File: src/rtl/mem2axi_pkg.sv
// Shared AXI encodings for the memory-request to AXI4 master bridge.
package mem2axi_pkg;

    typedef enum logic [1:0] {
        AXI_BURST_FIXED = 2'b00,
        AXI_BURST_INCR  = 2'b01,
        AXI_BURST_WRAP  = 2'b10
    } axi_burst_e;

    typedef enum logic [1:0] {
        AXI_RESP_OKAY   = 2'b00,
        AXI_RESP_EXOKAY = 2'b01,
        AXI_RESP_SLVERR = 2'b10,
        AXI_RESP_DECERR = 2'b11
    } axi_resp_e;

    localparam logic [7:0] AXI_LEN_SINGLE = 8'd0;

    function automatic logic axi_resp_is_err(input logic [1:0] resp);
        return resp != AXI_RESP_OKAY;
    endfunction

endpackage

File: src/rtl/mem2axi.sv
// Memory req/gnt/rvalid port to AXI4 master: one single-beat AXI transaction per
// request, one transaction outstanding, response returned on rvalid_o/rdata_o/err_o.
module mem2axi
    import mem2axi_pkg::*;
#(
    parameter int unsigned AXI_ID_WIDTH   = 2,
    parameter int unsigned AXI_ADDR_WIDTH = 32,
    parameter int unsigned AXI_DATA_WIDTH = 32,
    parameter int unsigned AXI_USER_WIDTH = 1,
    parameter int unsigned AXI_ID         = 0
) (
    input  logic                        clk_i,
    input  logic                        rst_ni,

    input  logic                        req_i,
    output logic                        gnt_o,
    input  logic                        we_i,
    input  logic [AXI_ADDR_WIDTH-1:0]   addr_i,
    input  logic [AXI_DATA_WIDTH/8-1:0] be_i,
    input  logic [AXI_USER_WIDTH-1:0]   user_i,
    input  logic [AXI_DATA_WIDTH-1:0]   wdata_i,
    output logic                        rvalid_o,
    output logic [AXI_DATA_WIDTH-1:0]   rdata_o,
    output logic                        err_o,

    output logic [AXI_ID_WIDTH-1:0]     master_axi_awid_o,
    output logic [AXI_ADDR_WIDTH-1:0]   master_axi_awaddr_o,
    output logic [7:0]                  master_axi_awlen_o,
    output logic [2:0]                  master_axi_awsize_o,
    output logic [1:0]                  master_axi_awburst_o,
    output logic                        master_axi_awlock_o,
    output logic [3:0]                  master_axi_awcache_o,
    output logic [2:0]                  master_axi_awprot_o,
    output logic [3:0]                  master_axi_awqos_o,
    output logic [3:0]                  master_axi_awregion_o,
    output logic [AXI_USER_WIDTH-1:0]   master_axi_awuser_o,
    output logic                        master_axi_awvalid_o,
    input  logic                        master_axi_awready_i,

    output logic [AXI_DATA_WIDTH-1:0]   master_axi_wdata_o,
    output logic [AXI_DATA_WIDTH/8-1:0] master_axi_wstrb_o,
    output logic                        master_axi_wlast_o,
    output logic [AXI_USER_WIDTH-1:0]   master_axi_wuser_o,
    output logic                        master_axi_wvalid_o,
    input  logic                        master_axi_wready_i,

    input  logic [AXI_ID_WIDTH-1:0]     master_axi_bid_i,
    input  logic [1:0]                  master_axi_bresp_i,
    input  logic [AXI_USER_WIDTH-1:0]   master_axi_buser_i,
    input  logic                        master_axi_bvalid_i,
    output logic                        master_axi_bready_o,

    output logic [AXI_ID_WIDTH-1:0]     master_axi_arid_o,
    output logic [AXI_ADDR_WIDTH-1:0]   master_axi_araddr_o,
    output logic [7:0]                  master_axi_arlen_o,
    output logic [2:0]                  master_axi_arsize_o,
    output logic [1:0]                  master_axi_arburst_o,
    output logic                        master_axi_arlock_o,
    output logic [3:0]                  master_axi_arcache_o,
    output logic [2:0]                  master_axi_arprot_o,
    output logic [3:0]                  master_axi_arqos_o,
    output logic [3:0]                  master_axi_arregion_o,
    output logic [AXI_USER_WIDTH-1:0]   master_axi_aruser_o,
    output logic                        master_axi_arvalid_o,
    input  logic                        master_axi_arready_i,

    input  logic [AXI_ID_WIDTH-1:0]     master_axi_rid_i,
    input  logic [AXI_DATA_WIDTH-1:0]   master_axi_rdata_i,
    input  logic [1:0]                  master_axi_rresp_i,
    input  logic                        master_axi_rlast_i,
    input  logic [AXI_USER_WIDTH-1:0]   master_axi_ruser_i,
    input  logic                        master_axi_rvalid_i,
    output logic                        master_axi_rready_o
);

    localparam int unsigned NR_BYTES     = AXI_DATA_WIDTH / 8;
    localparam int unsigned LOG_NR_BYTES = $clog2(NR_BYTES);

    typedef enum logic [2:0] {
        IDLE,
        WRITE,
        WAIT_B,
        READ,
        WAIT_R
    } state_e;

    state_e                      state_q,    state_d;
    logic [AXI_ADDR_WIDTH-1:0]   addr_q,     addr_d;
    logic [NR_BYTES-1:0]         be_q,       be_d;
    logic [AXI_DATA_WIDTH-1:0]   wdata_q,    wdata_d;
    logic [AXI_USER_WIDTH-1:0]   user_q,     user_d;
    logic                        aw_valid_q, aw_valid_d;
    logic                        w_valid_q,  w_valid_d;
    logic                        ar_valid_q, ar_valid_d;
    logic                        rvalid_q,   rvalid_d;
    logic [AXI_DATA_WIDTH-1:0]   rdata_q,    rdata_d;
    logic                        err_q,      err_d;

    logic aw_done;
    logic w_done;

    // A channel is done once its valid is down or is being accepted this cycle.
    assign aw_done = !aw_valid_q || master_axi_awready_i;
    assign w_done  = !w_valid_q  || master_axi_wready_i;

    // Grant is combinational in IDLE; held low while reset is asserted.
    assign gnt_o = rst_ni && (state_q == IDLE) && req_i;

    always_comb begin
        // NOTE: every variable gets a default before the case so no path infers a latch.
        state_d    = state_q;
        addr_d     = addr_q;
        be_d       = be_q;
        wdata_d    = wdata_q;
        user_d     = user_q;
        aw_valid_d = aw_valid_q;
        w_valid_d  = w_valid_q;
        ar_valid_d = ar_valid_q;
        rvalid_d   = 1'b0;
        rdata_d    = rdata_q;
        err_d      = err_q;

        unique case (state_q)
            IDLE: begin
                if (req_i) begin
                    addr_d  = addr_i;
                    be_d    = be_i;
                    wdata_d = wdata_i;
                    user_d  = user_i;
                    if (we_i) begin
                        state_d    = WRITE;
                        aw_valid_d = 1'b1;
                        w_valid_d  = 1'b1;
                    end else begin
                        state_d    = READ;
                        ar_valid_d = 1'b1;
                    end
                end
            end
            WRITE: begin
                if (aw_valid_q && master_axi_awready_i) aw_valid_d = 1'b0;
                if (w_valid_q && master_axi_wready_i)   w_valid_d  = 1'b0;
                if (aw_done && w_done)                  state_d    = WAIT_B;
            end
            WAIT_B: begin
                if (master_axi_bvalid_i) begin
                    rvalid_d = 1'b1;
                    err_d    = axi_resp_is_err(master_axi_bresp_i);
                    state_d  = IDLE;
                end
            end
            READ: begin
                if (master_axi_arready_i) begin
                    ar_valid_d = 1'b0;
                    state_d    = WAIT_R;
                end
            end
            WAIT_R: begin
                if (master_axi_rvalid_i) begin
                    rvalid_d = 1'b1;
                    rdata_d  = master_axi_rdata_i;
                    err_d    = axi_resp_is_err(master_axi_rresp_i);
                    state_d  = IDLE;
                end
            end
            default: state_d = IDLE;
        endcase
    end

    always_ff @(posedge clk_i or negedge rst_ni) begin
        if (!rst_ni) begin
            state_q    <= IDLE;
            addr_q     <= '0;
            be_q       <= '0;
            wdata_q    <= '0;
            user_q     <= '0;
            aw_valid_q <= 1'b0;
            w_valid_q  <= 1'b0;
            ar_valid_q <= 1'b0;
            rvalid_q   <= 1'b0;
            rdata_q    <= '0;
            err_q      <= 1'b0;
        end else begin
            // NOTE: non-blocking so every register samples pre-edge values.
            state_q    <= state_d;
            addr_q     <= addr_d;
            be_q       <= be_d;
            wdata_q    <= wdata_d;
            user_q     <= user_d;
            aw_valid_q <= aw_valid_d;
            w_valid_q  <= w_valid_d;
            ar_valid_q <= ar_valid_d;
            rvalid_q   <= rvalid_d;
            rdata_q    <= rdata_d;
            err_q      <= err_d;
        end
    end

    assign rvalid_o = rvalid_q;
    assign rdata_o  = rdata_q;
    assign err_o    = err_q;

    assign master_axi_awid_o     = AXI_ID_WIDTH'(AXI_ID);
    assign master_axi_awaddr_o   = addr_q;
    assign master_axi_awlen_o    = AXI_LEN_SINGLE;
    assign master_axi_awsize_o   = 3'(LOG_NR_BYTES);
    assign master_axi_awburst_o  = AXI_BURST_INCR;
    assign master_axi_awlock_o   = 1'b0;
    assign master_axi_awcache_o  = 4'd0;
    assign master_axi_awprot_o   = 3'd0;
    assign master_axi_awqos_o    = 4'd0;
    assign master_axi_awregion_o = 4'd0;
    assign master_axi_awuser_o   = user_q;
    assign master_axi_awvalid_o  = aw_valid_q;

    assign master_axi_wdata_o    = wdata_q;
    assign master_axi_wstrb_o    = be_q;
    assign master_axi_wlast_o    = 1'b1;
    assign master_axi_wuser_o    = user_q;
    assign master_axi_wvalid_o   = w_valid_q;

    assign master_axi_bready_o   = (state_q == WAIT_B);

    assign master_axi_arid_o     = AXI_ID_WIDTH'(AXI_ID);
    assign master_axi_araddr_o   = addr_q;
    assign master_axi_arlen_o    = AXI_LEN_SINGLE;
    assign master_axi_arsize_o   = 3'(LOG_NR_BYTES);
    assign master_axi_arburst_o  = AXI_BURST_INCR;
    assign master_axi_arlock_o   = 1'b0;
    assign master_axi_arcache_o  = 4'd0;
    assign master_axi_arprot_o   = 3'd0;
    assign master_axi_arqos_o    = 4'd0;
    assign master_axi_arregion_o = 4'd0;
    assign master_axi_aruser_o   = user_q;
    assign master_axi_arvalid_o  = ar_valid_q;

    assign master_axi_rready_o   = (state_q == WAIT_R);

    // Ids are not checked with a single transaction in flight; user bits are ignored.
    logic unused_resp_fields;
    assign unused_resp_fields = ^{master_axi_bid_i, master_axi_buser_i,
                                  master_axi_rid_i, master_axi_ruser_i, master_axi_rlast_i};

    // A read beat without rlast is still taken as the final beat.
    rlast_on_single_beat: assert property (
        @(posedge clk_i) disable iff (!rst_ni)
        (master_axi_rvalid_i && master_axi_rready_o) |-> master_axi_rlast_i
    );

endmodule

File: config.mk
export PLATFORM = sky130hd
export DESIGN_NAME = mem2axi
export DESIGN_NICKNAME = d
export VERILOG_FILES = /design/src/rtl/mem2axi_pkg.sv /design/src/rtl/mem2axi.sv
export SDC_FILE = /design/constraint.sdc
export NUM_CORES = 1
export LEC_CHECK = 0
export BUFFER_PORTS_ARGS = -buffer_cell sky130_fd_sc_hd__buf_2
export CAP_MARGIN = 40
export CORE_MARGIN = 10
export CORE_UTILIZATION = 26
export DETAILED_ROUTE_END_ITERATION = 6
export SYNTH_ARGS = -nofsm -noshare
export SYNTH_HDL_FRONTEND = slang
export SYNTH_SLANG_ARGS = --single-unit
File: constraint.sdc
create_clock -name clk_i -period 4.39 [get_ports clk_i]
set_clock_uncertainty 0.15 [all_clocks]
set_input_delay 0.439 -clock clk_i [delete_from_list [all_inputs] [get_ports clk_i]]
set_output_delay 0.439 -clock clk_i [all_outputs]
set_load 0.02 [all_outputs]
After elaboration in Yosys (flattened, before gate mapping)
Index checks and enable logic that the tools add are counted.
Storage, ports and cells
  logic and storage cells: 69
  register bits after elaboration: 109
Operators by class
  equality and inequality tests: 13
  mux-type cells: 23
  reduce and logical (&&, ||, !) cells: 22
Operators with widths (count)
  2-bit != test, second input constant: 9
  3-bit two-way mux: 5
  3-bit case mux with 5 select lines: 1
  4-bit AND reduction: 3
  1-bit two-way mux: 11
  1-bit case mux with 2 select lines: 5
  2-bit nonzero test: 5
  3-bit by 2-bit == test with 1-bit output, second input constant: 2
  1-bit logical AND: 5
  5-bit AND reduction: 1
  2-bit AND reduction: 2
  3-bit by 1-bit == test with 1-bit output, second input constant: 1
  3-bit == test, second input constant: 1
  3-bit logical NOT: 1
  3-bit AND reduction: 1
  1-bit logical NOT: 2
  1-bit logical OR: 2
  2-bit two-way mux: 1

Depth between registers and ports, before layout
Gate-level depths: netlist (run 1).
  word-level depth: 5
  mapped depth: 8

Worst setup path after synthesis (run 1)
No wires, ideal clock.
  path type: flip-flop to output port
  start: register state_q[0]
  end: output gnt_o
  cell stages (with the launch flop): 7
  setup slack: 2490 ps
  arrival time: 1311 ps
  data required time: 3801 ps
  buffers on the path: 3
  cell sequence: dfrtp_1 -> buf_4 -> nor2_2 -> and3_1 -> buf_4 -> buf_6 -> and2_1
Between the ends
  longest elaborated chain between the ends: 3
RTL lines
  start, declared: RTL line mem2axi.sv:87  | state_e state_q, state_d;
  start signal, assigned: RTL line mem2axi.sv:185  | state_q <= state_d;
  3-bit logical NOT: RTL line mem2axi.sv:107  | assign gnt_o = rst_ni && (state_q == IDLE) && req_i;
  1-bit logical AND (2 in a row): RTL line mem2axi.sv:107
  end, declared: RTL line mem2axi.sv:16  | output logic gnt_o,
No other way between the ends.

Final worst setup path (run 1)
Same ends and word-level chain as after synthesis.

==> results of run 1 <==
-- report_power, final --
part | total [mW] | switching [mW] | internal [mW]
logic | 2.56 | 1.52 | 1.04
registers | 1.79 | 0.287 | 1.50
clock network | 0.811 | 0.410 | 0.401
total | 5.16 | 2.22 | 2.94
-- worst register-to-register path: cells and delay by family (launching register included) --
family,cells,cell delay (ps)
AND/OR/NAND/NOR,3,800
flip-flops,1,510
multiplexers,1,430
buffers and inverters,1,80
-- layer usage --
layer | vias up | global-route usage [%]
met4 | 0 | 3.38
met3 | 11 | 3.99
met2 | 163 | 17.9
li1 | 1504 | -
met5 | - | 0
met1 | 1577 | 10.9
-- cell families (layout without fill, tap and decap cells) --
| family | count (synthesis) | after routing | synth area share (%) |
|---|---|---|---|
| multiplexers | 104 | 104 | 25.0 |
| other | 2 | 64 | 0.147 |
| buffers and inverters | 115 | 281 | 17.8 |
| AND/OR/NAND/NOR | 20 | 20 | 2.12 |
| AO/OA/AOI/OAI | 12 | 12 | 1.68 |
| flip-flops | 109 | 109 | 53.2 |
-- flip-flops by register name (all words and copies together) (netlist names) --
register              cells
master_axi_arvalid_o      1
state_q                   3
master_axi_araddr_o      32
rvalid_o                  1
master_axi_wdata_o       32
rdata_o                  32
err_o                     1
master_axi_aruser_o       1
master_axi_wstrb_o        4
master_axi_wvalid_o       1
master_axi_awvalid_o      1
-- area by class of cell --
cell class / count / area (sq um)
Clock buffer: 9 / 225
Sequential cell: 109 / 2730
Inverter: 5 / 18.8
Fill cell: 2040 / 13000
Timing Repair Buffer: 260 / 1330
Multi-Input combinational cell: 199 / 1720
Antenna cell: 1 / 2.50
Tap cell: 265 / 332
Clock inverter: 7 / 71.3
-- cell usage after synthesis --
library cell    n
o22ai_1         1
nor2_1          6
buf_4          99
mux2_4         30
o2bb2ai_1       3
mux2_1         16
nand3b_1        3
nand2b_1        2
a32o_1          1
and2_4          1
mux2i_1         1
nand2_1         3
a31o_2          1
dfrtp_1       109
and2_1          2
mux2_2         57
a21oi_1         2
buf_12          3
nand2_2         1
inv_2           1
nor2_2          1
inv_1           4
conb_1          2
a31oi_1         4
and3_1          1
buf_6           8
-- worst min-delay path by stage --
| stage | startpoint | to | depth (start not counted) |
|---|---|---|---|
| finish | rst_ni | rdata_o[25] | 1 |
| global route | rst_ni | rdata_o[25] | 1 |
| CTS | rst_ni | rdata_o[25] | 1 |
| detailed placement | master_axi_wdata_o[16] | master_axi_wdata_o[16] | 1 |
| global placement | master_axi_wdata_o[13] | master_axi_wdata_o[13] | 1 |
| floorplan | rst_ni | err_o | 0 |
-- per-stage QoR --
step	std cells	power (mW)	area, sq um	hold slack [ps]	util (%)
after floorplan	423	3.75	5350	-6.59	-
after global placement	837	4.37	6100	313	31.4
after detailed placement	838	4.43	6120	320	31.5
after CTS	854	5.26	6420	36.7	33.1
after global routing	855	5.48	6420	47.1	33.1
final	855	5.16	6420	-10.7	33.1
==> qor.yml, run 1 <==
critical_path:
  r2r-end: "rdata_o[31]"
  critPathArrivalTime_ps: 1850
  cp_cell_sequence: "nor2_2 -> and3_2 -> buf_12 -> and2_1 -> buf_2"
  critPathLaunch: "state_q[0]"
  r2r-start: "state_q[0]"
  crit_family: "simple AND/OR/NAND/NOR gates"
  crit_type: "flip-flop to output pin"
  r2r_slack_ps: 2310
  cp_max_fo: 35
  end_kind: "output pin"
  worstRegToRegCells: 5
  required_ps: 3800
  cp_num_cells: 5
  crit_path_max_incr_delay_ps: 510
  crit_end: "gnt_o"
  slowest_stage: "dfrtp_1"
  cp-start-kind: "flip-flop"
  path_buf_inv: 2
logic_synthesis:
  ys_warn_count: 0
  syn_area_sq_um: 5120
  ys_top_cells_by_area: "dfrtp_1 53%, buf_4 15%, mux2_2 13%"
  synth_cell_type_count: 26
  synth_seq_cells: 109
  seq_area_frac_synth_pct: 53.2
  synth_cells: 362
  synth_top_area_cell: "dfrtp_1"
  synth_top_area_share_pct: 53.2
  avgSynthCellArea_sq_um: 14.2
grt:
  grt_pass1_wl_mm: 20.9
  grt_max_degree: 57
  antenna_found_initial: 1
  gr-total-overflow: 0
  grt_pass1_vias: 3445
  track_usage_pct: 10.2
drt:
  ant_nets: 0
  routed_wirelength_mm: 13.6
  routed.top_layer: "met4"
  met3_length_mm: 1.18
  wire_per_inst_um: 16.0
  drc: 0
  drt_pass1_iterations: 4
  via_count: 3255
  avgViaCountPerCell: 3.81
  wirelength_met1_mm: 5.07
  drt_iter0_drc: 127
  wl_met2_mm: 7.21
floorplanning:
  die-width_um: 160
  core_area_sq_um: 19400
  chipHeight_um: 160
  fp-row-count: 51
  io_pins: 327
  dieArea_sq_um: 25700
  start_util_pct: 26.4
pwr:
  power_density_nw_per_um2: 804
  leakage_nw: 3.29
  irDropWorstVdd_mv: 0.183
timing:
  tightest_slew_ps: 780
  fin_ws_ps: 1950
  slew_headroom_pct: 48.0
  setup_viol: 0
  tns_ps: 0
  grt_setup_unrepaired: "false"
  drv_slew: 0
  hold_viol: 1
  holdWs_ps: -10.7
  period_needed_ps: 2440
  max_freq_ghz: 0.410
  period_share_pct: 55.6
clock_network:
  cts_tree: "yes"
  cts_resized: 0
  h-tree-depth: 3
  cts_sinks: 109
  numCtsBuffers: 9
  cts.clk_slew.worst_paths_ps: 80
  cts_root_buf: "clkbuf_16"
  clock_path_buffers: 2
  cts_setup_buffers: 0
  clock_latency_ps: 350
  cts_hold_buf: 0
outcome:
  violations: "negative hold slack"
  status: "complete, but fails checks"
placement:
  gp_congestion: 0.767
  preCtsSetupSlack_ps: 2290
  numPortBuffers: 256
  dp_hpwl_mm: 11.0
final_layout:
  drive_above_1_share_pct: 62.6
  layout.nets: 705
  final_cell_mix: "255 x buf_2, 109 x dfrtp_1, 63 x conb_1, 57 x mux2_2, 30 x mux2_4"
  final_common_cell: "buf_2"
  area_delta_synth_final_pct: 25.2
min_path:
  holdCritPathClass: "input pin to async pin"
flow_run:
  drv_cap: 0
(Power assumes the default switching activity.)
==> inputs of run 2 (changes only) <==
- clock period: 4.39 -> 2.18 ns (I/O delays scaled with it)
==> qor.yml, run 2 (synthesis results as in run 1) <==
grt:
  grt_pass1_wl_mm: 24.1
  gr-total-overflow: 0
  track_usage_pct: 11.5
  grt_pass1_vias: 4250
  grt_max_degree: 110
  antenna_found_initial: 0
clock_network:
  cts.clk_slew.worst_paths_ps: 70
  clock_path_buffers: 2
  cts_tree: "yes"
  cts_setup_buffers: 0
  cts_sinks: 109
  cts_root_buf: "clkbuf_16"
  h-tree-depth: 3
  clock_latency_ps: 340
  numCtsBuffers: 9
pwr:
  p_comb_share_pct: 51.0
  intPower_mw: 6.11
  switchingPower_mw: 4.57
  irDropWorstVdd_mv: 0.458
  power_density_nw_per_um2: 1410
  swShare_pct: 42.8
  leakage_nw: 3.77
  power.share.clock_pct: 15.2
  seqPwrFrac_pct: 33.8
drt:
  drc: 0
  wirelength_met1_mm: 5.88
  routed.top_layer: "met4"
  met3_length_um: 996
  wl_met2_mm: 8.22
  drt_pass1_iterations: 4
  routed_wirelength_mm: 15.3
  avgViaCountPerCell: 3.86
  via_count: 3715
  wire_per_inst_um: 15.9
  ant_nets: 0
  drt_iter0_drc: 215
critical_path:
  required_ps: 1810
  crit_type: "flip-flop to output pin"
  critPathArrivalTime_ps: 1600
  critPathLaunch: "state_q[0]"
  r2r-start: "state_q[0]"
  cp-start-kind: "flip-flop"
  cp_max_fo: 13
  end_kind: "output pin"
floorplanning:
  fp-row-count: 51
  chipHeight_um: 160
  start_util_pct: 26.4
  core_area_sq_um: 19400
  dieArea_sq_um: 25700
  die-width_um: 160
  io_pins: 327
final_layout:
  final_cell_mix: "255 x buf_2, 109 x dfrtp_1, 105 x dlygate4sd3_1, 63 x conb_1, 57 x mux2_2"
  final_common_cell: "buf_2"
  drive_above_1_share_pct: 53.4
  antenna_cells: 0
  layout.nets: 814
  area_delta_synth_final_pct: 47.3
  fillCellCount: 1887
flow_run:
  drv_cap: 0
timing:
  hold_viol: 0
  grt_setup_unrepaired: "false"
  setup_viol: 0
  holdWs_ps: 43.0
  max_freq_ghz: 0.507
  period_needed_ps: 1970
  drv_slew: 0
  period_share_pct: 90.5
  tns_ps: 0
  tightest_slew_ps: 581
  slew_headroom_pct: 61.2
placement:
  dp_hpwl_mm: 11.1
  gp_congestion: 0.794
  numPortBuffers: 256
min_path:
  hp-start: "master_axi_bvalid_i"
  holdCritPathClass: "input pin to flip-flop"
outcome:
  status: "completed"
run 2: worst paths after layout:
kind	end	slack (ps)	depth (start not counted)
max	gnt_o	210	4
min	rvalid_o	40	3
max reg2reg	rdata_o[15]	380	6
min reg2reg	master_axi_wdata_o[6]	330	1
max in group asynchronous	master_axi_wdata_o[23]	1040	3
min in group asynchronous	master_axi_araddr_o[9]	410	3
run 2: cell type report:
class,count,area (sq um),share of cell area [%]
sequential,109,2730,36.1
timing repair buffer,369,2460,32.6
multi-input combinational,199,1720,22.8
tap,265,332,4.39
clock buffer,9,225,2.98
clock inverter,7,67.6,0.895
inverter,5,18.8,0.249
run 2: power by group through the flow:
stage / combinational [mW] / clock [mW] / sequential, mW
6_report: 5.44 / 1.63 / 3.61
5_1_grt: 5.80 / 1.77 / 3.76
4_1_cts: 5.50 / 1.72 / 3.59
3_5_place_dp: 5.34 / 0 / 3.63
3_3_place_gp: 5.31 / 0 / 3.59
2_1_floorplan: 2.72 / 0 / 4.84
run 2: layer usage:
layer	GRT usage (%)	vias to the layer above
li1	-	1719
met1	12.2	1819
met5	0	-
met4	3.38	0
met2	21.4	165
met3	3.50	12
run 2: per-stage QoR:
stage                     setup slack (ps)  utilization [%]  instances  power [mW]  instance area (sq um)
after floorplan                        398                -        423        7.56                   5350
after global placement                 283             32.0        842        8.90                   6200
after detailed placement               272             32.0        842        8.97                   6200
after CTS                             19.7             38.9        963        10.8                   7540
after global routing                  89.8             38.9        963        11.3                   7550
final                                  207             38.9        963        10.7                   7550
run 2: worst max-delay path, cell delays in order, from the launching register on:
cell,delay [ps]
dfrtp_1,390
nor2_2,150
and3_4,350
and2_1,160
buf_2,190
run 2: what timing repair did:
item,CTS,global route
hold endpoints to repair,213,0
endpoints found under the setup margin,0,1
gates resized for setup,0,1
hold buffers,105,0
